<file path="config.mk">
export PLATFORM = sky130hd
export DESIGN_NAME = mem_port_arbiter
export DESIGN_NICKNAME = d
export VERILOG_FILES = /design/src/rtl/mem_port_arbiter.sv
export SDC_FILE = /design/constraint.sdc
export NUM_CORES = 1
export LEC_CHECK = 0
export CORE_UTILIZATION = 44
export CTS_BUF_LIST = sky130_fd_sc_hd__clkbuf_8
export CTS_CLUSTER_DIAMETER = 80
export DETAILED_ROUTE_END_ITERATION = 8
export PLACE_DENSITY_LB_ADDON = 0.2
export RECOVER_POWER = 25
export SKIP_LAST_GASP = 1
export SLEW_MARGIN = 10
export SYNTH_ARGS = -nofsm -noshare
export SYNTH_HDL_FRONTEND = slang
export SYNTH_SLANG_ARGS = --single-unit
</file>
<file path="constraint.sdc">
create_clock -name clk -period 3.03 [get_ports clk]
set_input_delay 0.303 -clock clk [delete_from_list [all_inputs] [get_ports clk]]
set_output_delay 0.303 -clock clk [all_outputs]
set_load 0.01 [all_outputs]
</file>
<file path="src/rtl/mem_port_arbiter.sv">
// Shares one single-port memory between fetch (I) and load/store (D); D wins ties, and a starvation counter forces an I grant.
// Latency: a request sampled in cycle 0 issues mem_req in cycle 1; with a 0-wait memory, ack arrives in cycle 2 (3 cycles per access minimum).
// Backpressure: requesters hold their req level until their ack; the memory stalls by delaying mem_ack.
module mem_port_arbiter #(
    parameter int DATA_WIDTH = 32,
    parameter int ADDR_WIDTH = 32,
    parameter int STARVE_MAX = 2
) (
    input  logic                    clk,
    input  logic                    rst,
    input  logic                    i_req,
    input  logic [ADDR_WIDTH-1:0]   i_addr,
    output logic [DATA_WIDTH-1:0]   i_rdata,
    output logic                    i_ack,
    input  logic                    d_req,
    input  logic                    d_we,
    input  logic [ADDR_WIDTH-1:0]   d_addr,
    input  logic [DATA_WIDTH-1:0]   d_wdata,
    input  logic [DATA_WIDTH/8-1:0] d_wstrb,
    output logic [DATA_WIDTH-1:0]   d_rdata,
    output logic                    d_ack,
    output logic                    mem_req,
    output logic                    mem_we,
    output logic [ADDR_WIDTH-1:0]   mem_addr,
    output logic [DATA_WIDTH-1:0]   mem_wdata,
    output logic [DATA_WIDTH/8-1:0] mem_wstrb,
    input  logic [DATA_WIDTH-1:0]   mem_rdata,
    input  logic                    mem_ack,
    output logic                    sel,
    output logic                    busy
);
    localparam int SW = DATA_WIDTH / 8;
    localparam int CW = (STARVE_MAX < 1) ? 1 : $clog2(STARVE_MAX + 1);
    localparam logic [CW-1:0] STARVE_LIM = CW'(STARVE_MAX);

    typedef enum logic [1:0] {IDLE, BUSY, DONE} state_t;

    state_t        state, state_nxt;
    logic          owner;
    logic [CW-1:0] starve_cnt, starve_nxt;
    logic          grant_d, grant_i;

    always_comb begin
        state_nxt  = state;
        starve_nxt = starve_cnt;
        grant_d    = 1'b0;
        grant_i    = 1'b0;
        case (state)
            IDLE: begin
                // With STARVE_MAX=0 the limit is always reached, so I wins every tie.
                if (d_req && !(i_req && (starve_cnt == STARVE_LIM))) begin
                    grant_d   = 1'b1;
                    state_nxt = BUSY;
                    if (!i_req)
                        starve_nxt = '0;
                    else if (starve_cnt != STARVE_LIM)
                        starve_nxt = starve_cnt + CW'(1);
                end else if (i_req) begin
                    grant_i    = 1'b1;
                    state_nxt  = BUSY;
                    starve_nxt = '0;
                end
            end
            BUSY: if (mem_ack) state_nxt = DONE;
            DONE: state_nxt = IDLE;
            default: state_nxt = IDLE;
        endcase
    end

    always_ff @(posedge clk) begin
        if (rst) begin
            state      <= IDLE;
            starve_cnt <= '0;
            owner      <= 1'b0;
            mem_we     <= 1'b0;
            mem_addr   <= '0;
            mem_wdata  <= '0;
            mem_wstrb  <= '0;
            i_rdata    <= '0;
            d_rdata    <= '0;
        end else begin
            state      <= state_nxt;
            starve_cnt <= starve_nxt;
            if (grant_d) begin
                owner     <= 1'b1;
                mem_we    <= d_we;
                mem_addr  <= d_addr;
                mem_wdata <= d_wdata;
                mem_wstrb <= d_wstrb;
            end else if (grant_i) begin
                owner     <= 1'b0;
                mem_we    <= 1'b0;
                mem_addr  <= i_addr;
                mem_wdata <= '0;
                mem_wstrb <= {SW{1'b0}};
            end
            // Read data is captured for stores too; acks outside BUSY never touch it.
            if (state == BUSY && mem_ack) begin
                if (owner)
                    d_rdata <= mem_rdata;
                else
                    i_rdata <= mem_rdata;
            end
        end
    end

    assign mem_req = (state == BUSY);
    assign busy    = (state != IDLE);
    assign sel     = busy && owner;
    assign i_ack   = (state == DONE) && !owner;
    assign d_ack   = (state == DONE) && owner;

endmodule

</file>
==> reports/qor.yml <==
cts_tree: "built"
core_mm2: 0.0120
synth_top_family_by_area: "compound AO/OA/AOI/OAI gates"
grt_pass1_vias: 5743
worstSetupPathType: "flip-flop to output pin"
wirelength_um: 17900
synth_xor_area_share_pct: 0
skew_ns: 0.00721
tns_ns: 0
grt_pass1_wl_um: 28000
max-vdd-ir-drop_uv: 375
slew_headroom_pct: 41.0
final_common_cell: "clkdlybuf4s50_1"
power_w: 0.00428
dp_slack_ns: 0.733
hold_class: "input port to flip-flop"
cts.sinks: 138
setup_viol: 0
cts_resized: 0
drt.antenna.violating_nets: 0
cts_hold_buf: 0
synthCells: 671
yosysWarningCount: 0
grt_antenna_before_repair: 1
drt-wirelength-per-cell_um: 16.7
cts.clk_slew.worst_paths_ns: 0.07
crit_arrival_ns: 2.00
via_per_inst: 5.56
synth_nets: 810
synth-simple-area-share_pct: 17.6
ys_seq_area_share_pct: 51.3
first_pass_iters: 4
die_area_mm2: 0.0127
final_cell_mix: "clkdlybuf4s50_1 (223), dfxtp_1 (138), a21oi_1 (135)"
layout.nets: 1047
rows: 40
ys_seq_elements: 138
netlist_area_mm2: 0.00539
area_delta_synth_final_pct: 58.1
clock.fmax_mhz: 435
vias: 5943
grt_max_degree: 85
drive_gt1_share_pct: 5.11
clockRootBuffer: "clkbuf_8"
reg2reg_slack_ns: 0.90
worstSkewPairLatency_ns: 0.45
grt-ovfl-total: 0
worstMarginPinSlew_ns: 0.885
fin_crit_sh_pct: 75.9
hold_violations: 0
final_max_slew_viol_count: 0
min_period_ns: 2.30
ios: 276
leakagePower_nw: 3.10
layout_setup_ws_ns: 0.731
nFillCells: 941
status: "completed"
p_per_area_mw_per_mm2: 503
drt_drc_violations_left: 0
htree_num_levels: 4
synth_fa_ha_area_share_pct: 0.232
port_buffers: 275
clk_path_buf_depth: 2
synth_compound_area_share_pct: 25.2
start_util_pct: 45.0
drtIter0Drc: 522
cts_buffers: 17
max-cap-violations: 0
critPathLaunchType: "flip-flop"
synth.area.mux_share_pct: 0
grt_usage_pct: 28.3
die_y_um: 113
synth_cell_type_count: 30
cp_max_fo: 21
dp_hpwl_um: 12200
post_cts_buffers: 0
cp-end-kind: "output pin"
die_w_um: 113
avgSynthCellArea_um2: 8.03
place_congestion: 0.793
crit_required_ns: 2.73
rsz0062_at_grt: "false"
==> registers in the layout, summed over array words and instances, names as in the netlist <==
signal      flops
owner           1
mem_wstrb       4
starve_cnt      2
state           2
i_rdata        32
mem_wdata      32
mem_we          1
d_rdata        32
mem_addr       32
==> final cells by class <==
class,instances,area [um^2],area share [%]
inverters,4,15.0,0.176
flip-flops and latches,138,2760,32.4
multi-input cells,458,2320,27.3
diodes,1,2.50,0.0294
clock buffers,19,262,3.07
clock inverters,12,110,1.29
well taps,147,184,2.16
repair buffers,289,2860,33.6
==> power breakdown <==
part           switching [W]  internal, W  leakage [nW]  total, W
combinational       0.000424     0.000449          1.77  0.000873
clock               0.000664     0.000750         0.202   0.00141
sequential         0.0000661      0.00193          1.13   0.00199
total                0.00115      0.00313          3.10   0.00428
==> cell usage after synthesis <==
library cell | instances | area share, %
a211o_1 | 1 | 0.16
clkbuf_1 | 51 | 3.6
nor2_2 | 1 | 0.12
and2_1 | 1 | 0.12
o21ai_1 | 7 | 0.65
nor2b_1 | 1 | 0.12
o31ai_1 | 1 | 0.14
nand4_1 | 1 | 0.12
nor2_1 | 4 | 0.28
and3b_1 | 1 | 0.16
a21oi_1 | 135 | 13
nand2_1 | 129 | 9.0
buf_2 | 17 | 1.6
buf_1 | 1 | 0.070
nand4bb_1 | 1 | 0.21
nor4bb_1 | 1 | 0.19
dfxtp_1 | 138 | 51
ha_1 | 1 | 0.23
nor3b_1 | 2 | 0.28
clkbuf_2 | 1 | 0.093
a211oi_4 | 1 | 0.37
o21ai_0 | 64 | 5.9
and4b_1 | 1 | 0.19
or2_2 | 1 | 0.12
buf_4 | 1 | 0.14
a311oi_1 | 32 | 5.2
a22oi_1 | 1 | 0.14
inv_1 | 4 | 0.28
nand4b_1 | 2 | 0.33
nand3_1 | 69 | 6.4
==> cell families after synthesis <==
family,count (synthesis)
buffers and inverters,75
flip-flops,138
AO/OA/AOI/OAI,242
AND/OR/NAND/NOR,215
adder cells (fa/ha/maj),1
==> path summary, 6_finish.rpt <==
kind	start	endpoint	cells past startpoint
min reg2reg	d_rdata[13]	d_rdata[13]	2
max reg2reg	state[0]	i_rdata[22]	4
min	d_wdata[0]	mem_wdata[0]	3
max	state[0]	busy	4
==> worst max-delay path, stage by stage, from the launching register on <==
cell and delay, ns:
dfxtp_1 0.57, nor2_2 0.07, inv_1 0.10, buf_4 0.24
clkdlybuf4s50_1 0.57
==> stage by stage <==
step	instances	hold WS (ns)	utilization [%]	area (um^2)
6_report	1068	0.425	71.2	8520
5_1_grt	1068	0.409	71.2	8520
4_1_cts	1067	0.391	71.3	8530
3_5_place_dp	1036	0.447	68.2	8160
3_3_place_gp	1036	0.441	68.2	8160
2_1_floorplan	671	0.439	-	5390
==> layer usage <==
metal	share of wire (%)	track usage, %	wire length (um)
met1	39	31.3	6930
met2	49	48.1	8840
met3	8.2	9.02	1470
met4	3.6	15.6	648
met5	0	0	0
Power figures use the tool's default switching activity.
